==> config.mk <==
export PLATFORM = sky130hd
export DESIGN_NAME = fetch_stage
export DESIGN_NICKNAME = d
export VERILOG_FILES = /design/src/rtl/fetch_stage.sv
export SDC_FILE = /design/constraint.sdc
export NUM_CORES = 1
export LEC_CHECK = 0
export BUFFER_PORTS_ARGS = -buffer_cell sky130_fd_sc_hd__buf_2
export CORE_ASPECT_RATIO = 1.4
export CORE_MARGIN = 2
export CORE_UTILIZATION = 47
export CTS_CLUSTER_SIZE = 28
export DETAILED_ROUTE_END_ITERATION = 10
export PLACE_DENSITY = 0.85
export SLEW_MARGIN = 30
export SYNTH_ARGS = -nofsm -noshare
export SYNTH_HDL_FRONTEND = slang
export SYNTH_SLANG_ARGS = --single-unit
==> constraint.sdc <==
create_clock -name i_clk -period 3.4 [get_ports i_clk]
set_input_delay 0.51 -clock i_clk [delete_from_list [all_inputs] [get_ports i_clk]]
set_output_delay 0.51 -clock i_clk [all_outputs]
set_load 0.1 [all_outputs]
==> src/rtl/fetch_stage.sv <==
// fetch_stage: instruction-fetch stage owning the PC and the synchronous instruction-ROM address.
// Ports:
//   i_clk               rising-edge clock
//   i_reset_n           asynchronous active-low reset
//   i_pc_reset          synchronous reset request, top priority
//   i_pc_inc            advance pc by one (wraps)
//   i_pc_load           load pc from the source chosen by i_pc_sel
//   i_pc_sel            0/3 branch target, 1 return address, 2 interrupt vector
//   i_branch_target     branch/call destination
//   i_return_addr       return destination from the stack
//   i_imem_addr_mux     1 = re-issue the held address instead of pc
//   i_fetch_latch_stall 1 = hold the address latch and fetch_valid
//   o_imem_addr         address to the synchronous ROM
//   i_imem_data         ROM data, one cycle after the address
//   o_fetch_instr       instruction to decode
//   o_fetch_pc          address of o_fetch_instr
//   o_fetch_valid       o_fetch_instr is live
//   o_pc                current program counter
//   o_int_ret_pc        pc captured when the interrupt vector is loaded
module fetch_stage #(
    parameter int                     PC_WIDTH     = 10,
    parameter int                     INSTR_WIDTH  = 18,
    parameter logic [PC_WIDTH-1:0]    RESET_VECTOR = 10'h000,
    parameter logic [PC_WIDTH-1:0]    INT_VECTOR   = 10'h3FF
) (
    input  logic                   i_clk,
    input  logic                   i_reset_n,
    input  logic                   i_pc_reset,
    input  logic                   i_pc_inc,
    input  logic                   i_pc_load,
    input  logic [1:0]             i_pc_sel,
    input  logic [PC_WIDTH-1:0]    i_branch_target,
    input  logic [PC_WIDTH-1:0]    i_return_addr,
    input  logic                   i_imem_addr_mux,
    input  logic                   i_fetch_latch_stall,
    output logic [PC_WIDTH-1:0]    o_imem_addr,
    input  logic [INSTR_WIDTH-1:0] i_imem_data,
    output logic [INSTR_WIDTH-1:0] o_fetch_instr,
    output logic [PC_WIDTH-1:0]    o_fetch_pc,
    output logic                   o_fetch_valid,
    output logic [PC_WIDTH-1:0]    o_pc,
    output logic [PC_WIDTH-1:0]    o_int_ret_pc
);
    logic [PC_WIDTH-1:0] r_pc;
    logic [PC_WIDTH-1:0] r_addr_q;
    logic                r_fetch_valid;
    logic [PC_WIDTH-1:0] r_int_ret_pc;
    logic [PC_WIDTH-1:0] w_imem_addr;
    logic [PC_WIDTH-1:0] w_load_src;

    assign w_imem_addr = i_imem_addr_mux ? r_addr_q : r_pc;
    // pc_sel 3 falls back to the branch target
    assign w_load_src  = (i_pc_sel == 2'd1) ? i_return_addr :
                         (i_pc_sel == 2'd2) ? INT_VECTOR : i_branch_target;

    always_ff @(posedge i_clk or negedge i_reset_n) begin
        if (!i_reset_n) begin
            r_pc          <= RESET_VECTOR;
            r_addr_q      <= RESET_VECTOR;
            r_fetch_valid <= 1'b0;
            r_int_ret_pc  <= '0;
        end else if (i_pc_reset) begin
            r_pc          <= RESET_VECTOR;
            r_addr_q      <= RESET_VECTOR;
            r_fetch_valid <= 1'b0;
            r_int_ret_pc  <= '0;
        end else begin
            if (i_pc_load) begin
                r_pc <= w_load_src;
                if (i_pc_sel == 2'd2) r_int_ret_pc <= r_pc;
            end else if (i_pc_inc) begin
                r_pc <= r_pc + PC_WIDTH'(1);
            end
            // addr_q tracks the issued address so fetch_pc lines up with ROM data
            if (!i_fetch_latch_stall) r_addr_q <= w_imem_addr;
            r_fetch_valid <= i_pc_load ? 1'b0 : (i_fetch_latch_stall ? r_fetch_valid : 1'b1);
        end
    end

    assign o_imem_addr   = w_imem_addr;
    assign o_fetch_instr = i_imem_data;
    assign o_fetch_pc    = r_addr_q;
    assign o_fetch_valid = r_fetch_valid;
    assign o_pc          = r_pc;
    assign o_int_ret_pc  = r_int_ret_pc;
endmodule

; After elaboration in Yosys (flattened, before gate mapping)
; Index checks and enable logic that the tools add are counted.
[word_totals]
regBits = 31
inputBits = 47
[op_classes]
add_sub_neg = 1
eq_ne = 4
muxes = 14
reduce_logical = 4
[ops]
columns = cell, n
row1 = $mux W10, 11
row2 = $add A10 B1 Y10 const B, 1
row3 = $reduce_bool A2 Y1, 2
row4 = $mux W1, 3
row5 = $ne A3 B3 Y1 const B, 1
row6 = $reduce_bool A3 Y1, 1
row7 = $eq A2 B1 Y1 const B, 1
row8 = $eq A2 B2 Y1 const B, 1
row9 = $ne A2 B2 Y1 const B, 1
row10 = $reduce_and A2 Y1, 1

; Longest topological paths before layout
[depth]
ltp_word = 5
depth_mapped = 5
depth_no_buf = 5

; Worst setup path before layout
; No wires, ideal clock.
[synth_timing]
path_kind = reg-to-output
start = register r_pc[0], in the netlist o_pc[0]
end = output o_imem_addr[0]
arrival_ns = 1.656
t_required_ns = 2.890
path_slack_ns = 1.234
path_stages_with_launch = 2
n_path_buf = 0
path_cell_list = dfrtp_1 mux2_2
[synth_between]
elab_chain_cells = 1
[synth_lines]
columns = item, line_no
row1 = from (decl), 44  ; logic [PC_WIDTH-1:0] r_pc;
row2 = from (signal assigned), 69  ; r_pc <= w_load_src;
row3 = from (signal assigned), 72  ; r_pc <= r_pc + PC_WIDTH'(1);
row4 = $mux W10, 51  ; assign w_imem_addr = i_imem_addr_mux ? r_addr_q : r_pc;
row5 = to (decl), 36  ; output logic [PC_WIDTH-1:0] o_imem_addr,
; Every way passes these cells.

; Worst setup path after layout
[layout_timing]
start = register r_pc[1], in the netlist o_pc[1]
end = output o_imem_addr[1]
; Same word-level chain as after synthesis.

==> summary.txt <==
Global routing
  • Initial antenna violation count: 0
  • Largest net degree at the start of global routing: 32
  • GRT Total Usage: 20.9%
  • First-pass GRT wire length: 7090 um
  • GRT Residual Overflow: 0
  • Vias in the first global route: 1,436

Placement
  • Post-DP Area: 0.00203 sq mm
  • IO Port Bufs: 69
  • Dpl hpwl: 3300 um
  • GP Congestion: 0.795

Drt
  • Vias post-DR: 1,483
  • Router iterations before antenna repair: 4
  • Drc violations: 0
  • Avg Vias per Cell: 5.60
  • Post-DR wirelength/cell: 16.0 um
  • Initial DRC count: 48
  • Post-route ant nets: 0
  • WL final: 4250 um

Finish
  • Nets: 270
  • Multi-input combinational cell area: 853 sq um
  • Share of cells above drive strength 1: 43.9%
  • Synthesis-to-layout area growth: 16.1%
  • Filler Cell Count: 353
  • Diode count: 0
  • Post-route cell area: 0.00212 sq mm
  • Reg area: 776 sq um

Setup path
  • Worst path required time: 2890 ps
  • CP Class: reg2out
  • Reg2Reg Setup Slack: 1950 ps
  • R2r worst-path depth: 5
  • FF-to-FF End: o_pc[6]
  • Startpoint Class: register
  • Crit. End Element: output pin
  • CP max FO: 7
  • Reg2reg start: o_pc[1]
  • WP data arrival: 1410 ps

CTS
  • H-tree Lvls: 2
  • Clock Tree Buf Depth: 2
  • Post-CTS resize count: 0
  • Total CTS buffers: 5
  • Root Driver: clkbuf_8
  • Post-CTS Setup Bufs: 0
  • Worst skew pair latency: 280 ps
  • Clock transition at the registers of the reported paths: 60 ps
  • Clk sinks: 31
  • CTS hold repair buffers: 0
  • CTS tree: built

Pwr
  • Power Dens Cells: 511 mW/mm^2
  • Leakage: 1.07 nW
  • Peak supply drop: 355 uV

Timing
  • # setup viols final: 0
  • Fin crit share: 56.4%
  • Fin. Hold Viols: 0
  • Slew headroom: 55.4%
  • RSZ-0062 raised after global routing: false
  • Worst-margin pin slew: 669 ps
  • Skew final: 5.95 ps
  • Max Clock Freq: 0.521 GHz
  • Fin crit period: 1920 ps
  • Slew Viols, Final: 0
  • Fin Setup TNS: 0 ps

Die
  • Die H: 77.7 um
  • Site Rows: 26
  • DIE AREA: 0.00440 sq mm
  • CORE AREA: 0.00368 sq mm
  • Initial core utilization: 49.6%
  • Die X: 56.6 um
  • Num ports: 106

Synthesis
  • Synth Area in Adders: 0.687%
  • Mapped Area: 0.00182 sq mm
  • Post-Synth Simple-Gate Area: 16.1%
  • Syn nets: 222
  • Unique cell type count in the Yosys netlist: 33
  • Seq/Total Area, Yosys: 42.6%
  • Seq cells post-synth: 31
  • Main combinational cell family by area after synthesis: simple AND/OR/NAND/NOR gates
  • Synth warn: 0
  • Mux contribution to synthesized area: 10.5%
  • Average size of a mapped cell: 10.5 sq um
  • Cell count after synthesis: 174
  • Post-Synth XOR/XNOR Area: 4.74%
  • Synth Area in Compound Gates: 14.8%

Job
  • Max-Cap Viols: 0

Run status
  • Status: complete, no violations

Min path
  • Worst min path class: in2async
-- report_power, final --
group	leakage (nW)	switching, mW	internal [mW]
registers	0.413	0.0268	0.390
clock network	0.0422	0.125	0.143
logic	0.618	0.317	0.0807
-- how the worst max path moves through the flow --
| stage | from | endpoint | slack, ps | depth (start not counted) |
|---|---|---|---|---|
| 5_1_grt | o_pc[1] | o_imem_addr[1] | 1420 | 2 |
| 6_report | o_pc[1] | o_imem_addr[1] | 1480 | 2 |
| 2_1_floorplan | o_pc[0] | o_imem_addr[0] | 1230 | 1 |
| 4_1_cts | o_pc[1] | o_imem_addr[1] | 1470 | 2 |
| 3_3_place_gp | i_imem_addr_mux | o_imem_addr[7] | 1510 | 3 |
| 3_5_place_dp | i_imem_addr_mux | o_imem_addr[8] | 1480 | 3 |
-- cell usage in the layout, fill, tap and decap left out --
cell type  count
or2_2          1
or2_1          1
clkbuf_1       2
xor2_1         4
nor3b_4        1
a22o_1        10
clkinv_2       1
nor3_1        10
and3_1         2
nor2b_1       11
nand2b_4       1
nand4b_1       1
inv_2          1
o22ai_1       14
dfrtp_1       31
xor2_2         1
and3b_1        1
nand3_1        1
nand2_1        2
o21a_1         2
ha_1           1
nand4_1        3
xnor2_1        4
a211oi_1       5
a31oi_4        1
nor2_1        12
buf_2         69
clkbuf_8       5
inv_1          1
mux2_2        17
a21oi_1        4
and4_1         2
nand2b_1       1
-- stage by stage --
stage | hold slack, ps | power, mW | instances | utilization (%) | setup slack [ps]
after floorplan | 214 | 0.843 | 174 | - | 1230
after global placement | 486 | 0.816 | 257 | 55.3 | 1510
after detailed placement | 490 | 0.822 | 257 | 55.3 | 1480
after CTS | 278 | 1.09 | 265 | 57.6 | 1470
after global routing | 318 | 1.13 | 265 | 57.6 | 1420
final | 265 | 1.08 | 265 | 57.6 | 1480
-- synth_stat cells --
| cell type | instances | area [sq um] |
|---|---|---|
| dfrtp_1 | 31 | 776 |
| buf_4 | 20 | 150 |
| mux2_2 | 17 | 191 |
| o22ai_1 | 14 | 87.6 |
| nor2_1 | 12 | 45.0 |
| nor2b_1 | 11 | 68.8 |
| a22o_1 | 10 | 87.6 |
| nor3_1 | 10 | 50.1 |
| a211oi_1 | 5 | 37.5 |
| a21oi_1 | 4 | 20.0 |
| clkbuf_1 | 4 | 15.0 |
| xnor2_1 | 4 | 35.0 |
| xor2_1 | 4 | 35.0 |
| buf_2 | 3 | 15.0 |
| nand4_1 | 3 | 18.8 |
| and3_1 | 2 | 12.5 |
| and4_1 | 2 | 17.5 |
| nand2_1 | 2 | 7.51 |
| o21a_1 | 2 | 15.0 |
| a31oi_4 | 1 | 21.3 |
| and3b_1 | 1 | 8.76 |
| clkbuf_2 | 1 | 5.00 |
| ha_1 | 1 | 12.5 |
| inv_1 | 1 | 3.75 |
| inv_2 | 1 | 3.75 |
| nand2b_1 | 1 | 6.26 |
| nand2b_4 | 1 | 13.8 |
| nand3_1 | 1 | 5.00 |
| nand4b_1 | 1 | 8.76 |
| nor3b_4 | 1 | 18.8 |
| or2_1 | 1 | 6.26 |
| or2_2 | 1 | 6.26 |
| xor2_2 | 1 | 16.3 |
-- worst max-delay path, stage by stage (launching register included) --
cell and delay (ps):
dfrtp_1 480, mux2_2 220, buf_2 420
-- area by class of cell --
| class | count | area share [%] |
|---|---|---|
| Clock buffer | 7 | 3.61 |
| Clock inverter | 1 | 0.237 |
| Inverter | 2 | 0.355 |
| Multi-Input combinational cell | 113 | 40.3 |
| Sequential cell | 31 | 36.7 |
| Tap cell | 42 | 2.48 |
| Timing Repair Buffer | 69 | 16.3 |
-- cells by family (layout without fill, tap and decap cells) --
logic type	after synthesis	count (layout)
fa+ha+maj	1	1
mux	17	17
buf+inv	30	79
xor+xnor	9	9
flops	31	31
compound gates	36	36
simple gates	50	50
-- registers in the layout (all words and copies together), names as in the netlist --
name	cells
o_int_ret_pc	10
o_pc	10
o_fetch_pc	10
o_fetch_valid	1
-- layer usage --
metal	share of wire, %	global-route usage (%)	up-vias
li1	-	-	704
met1	39	25.8	713
met2	53	34.8	53
met3	5.5	4.33	13
met4	1.9	9.05	0
met5	0	0	-
(Power assumes the default switching activity.)
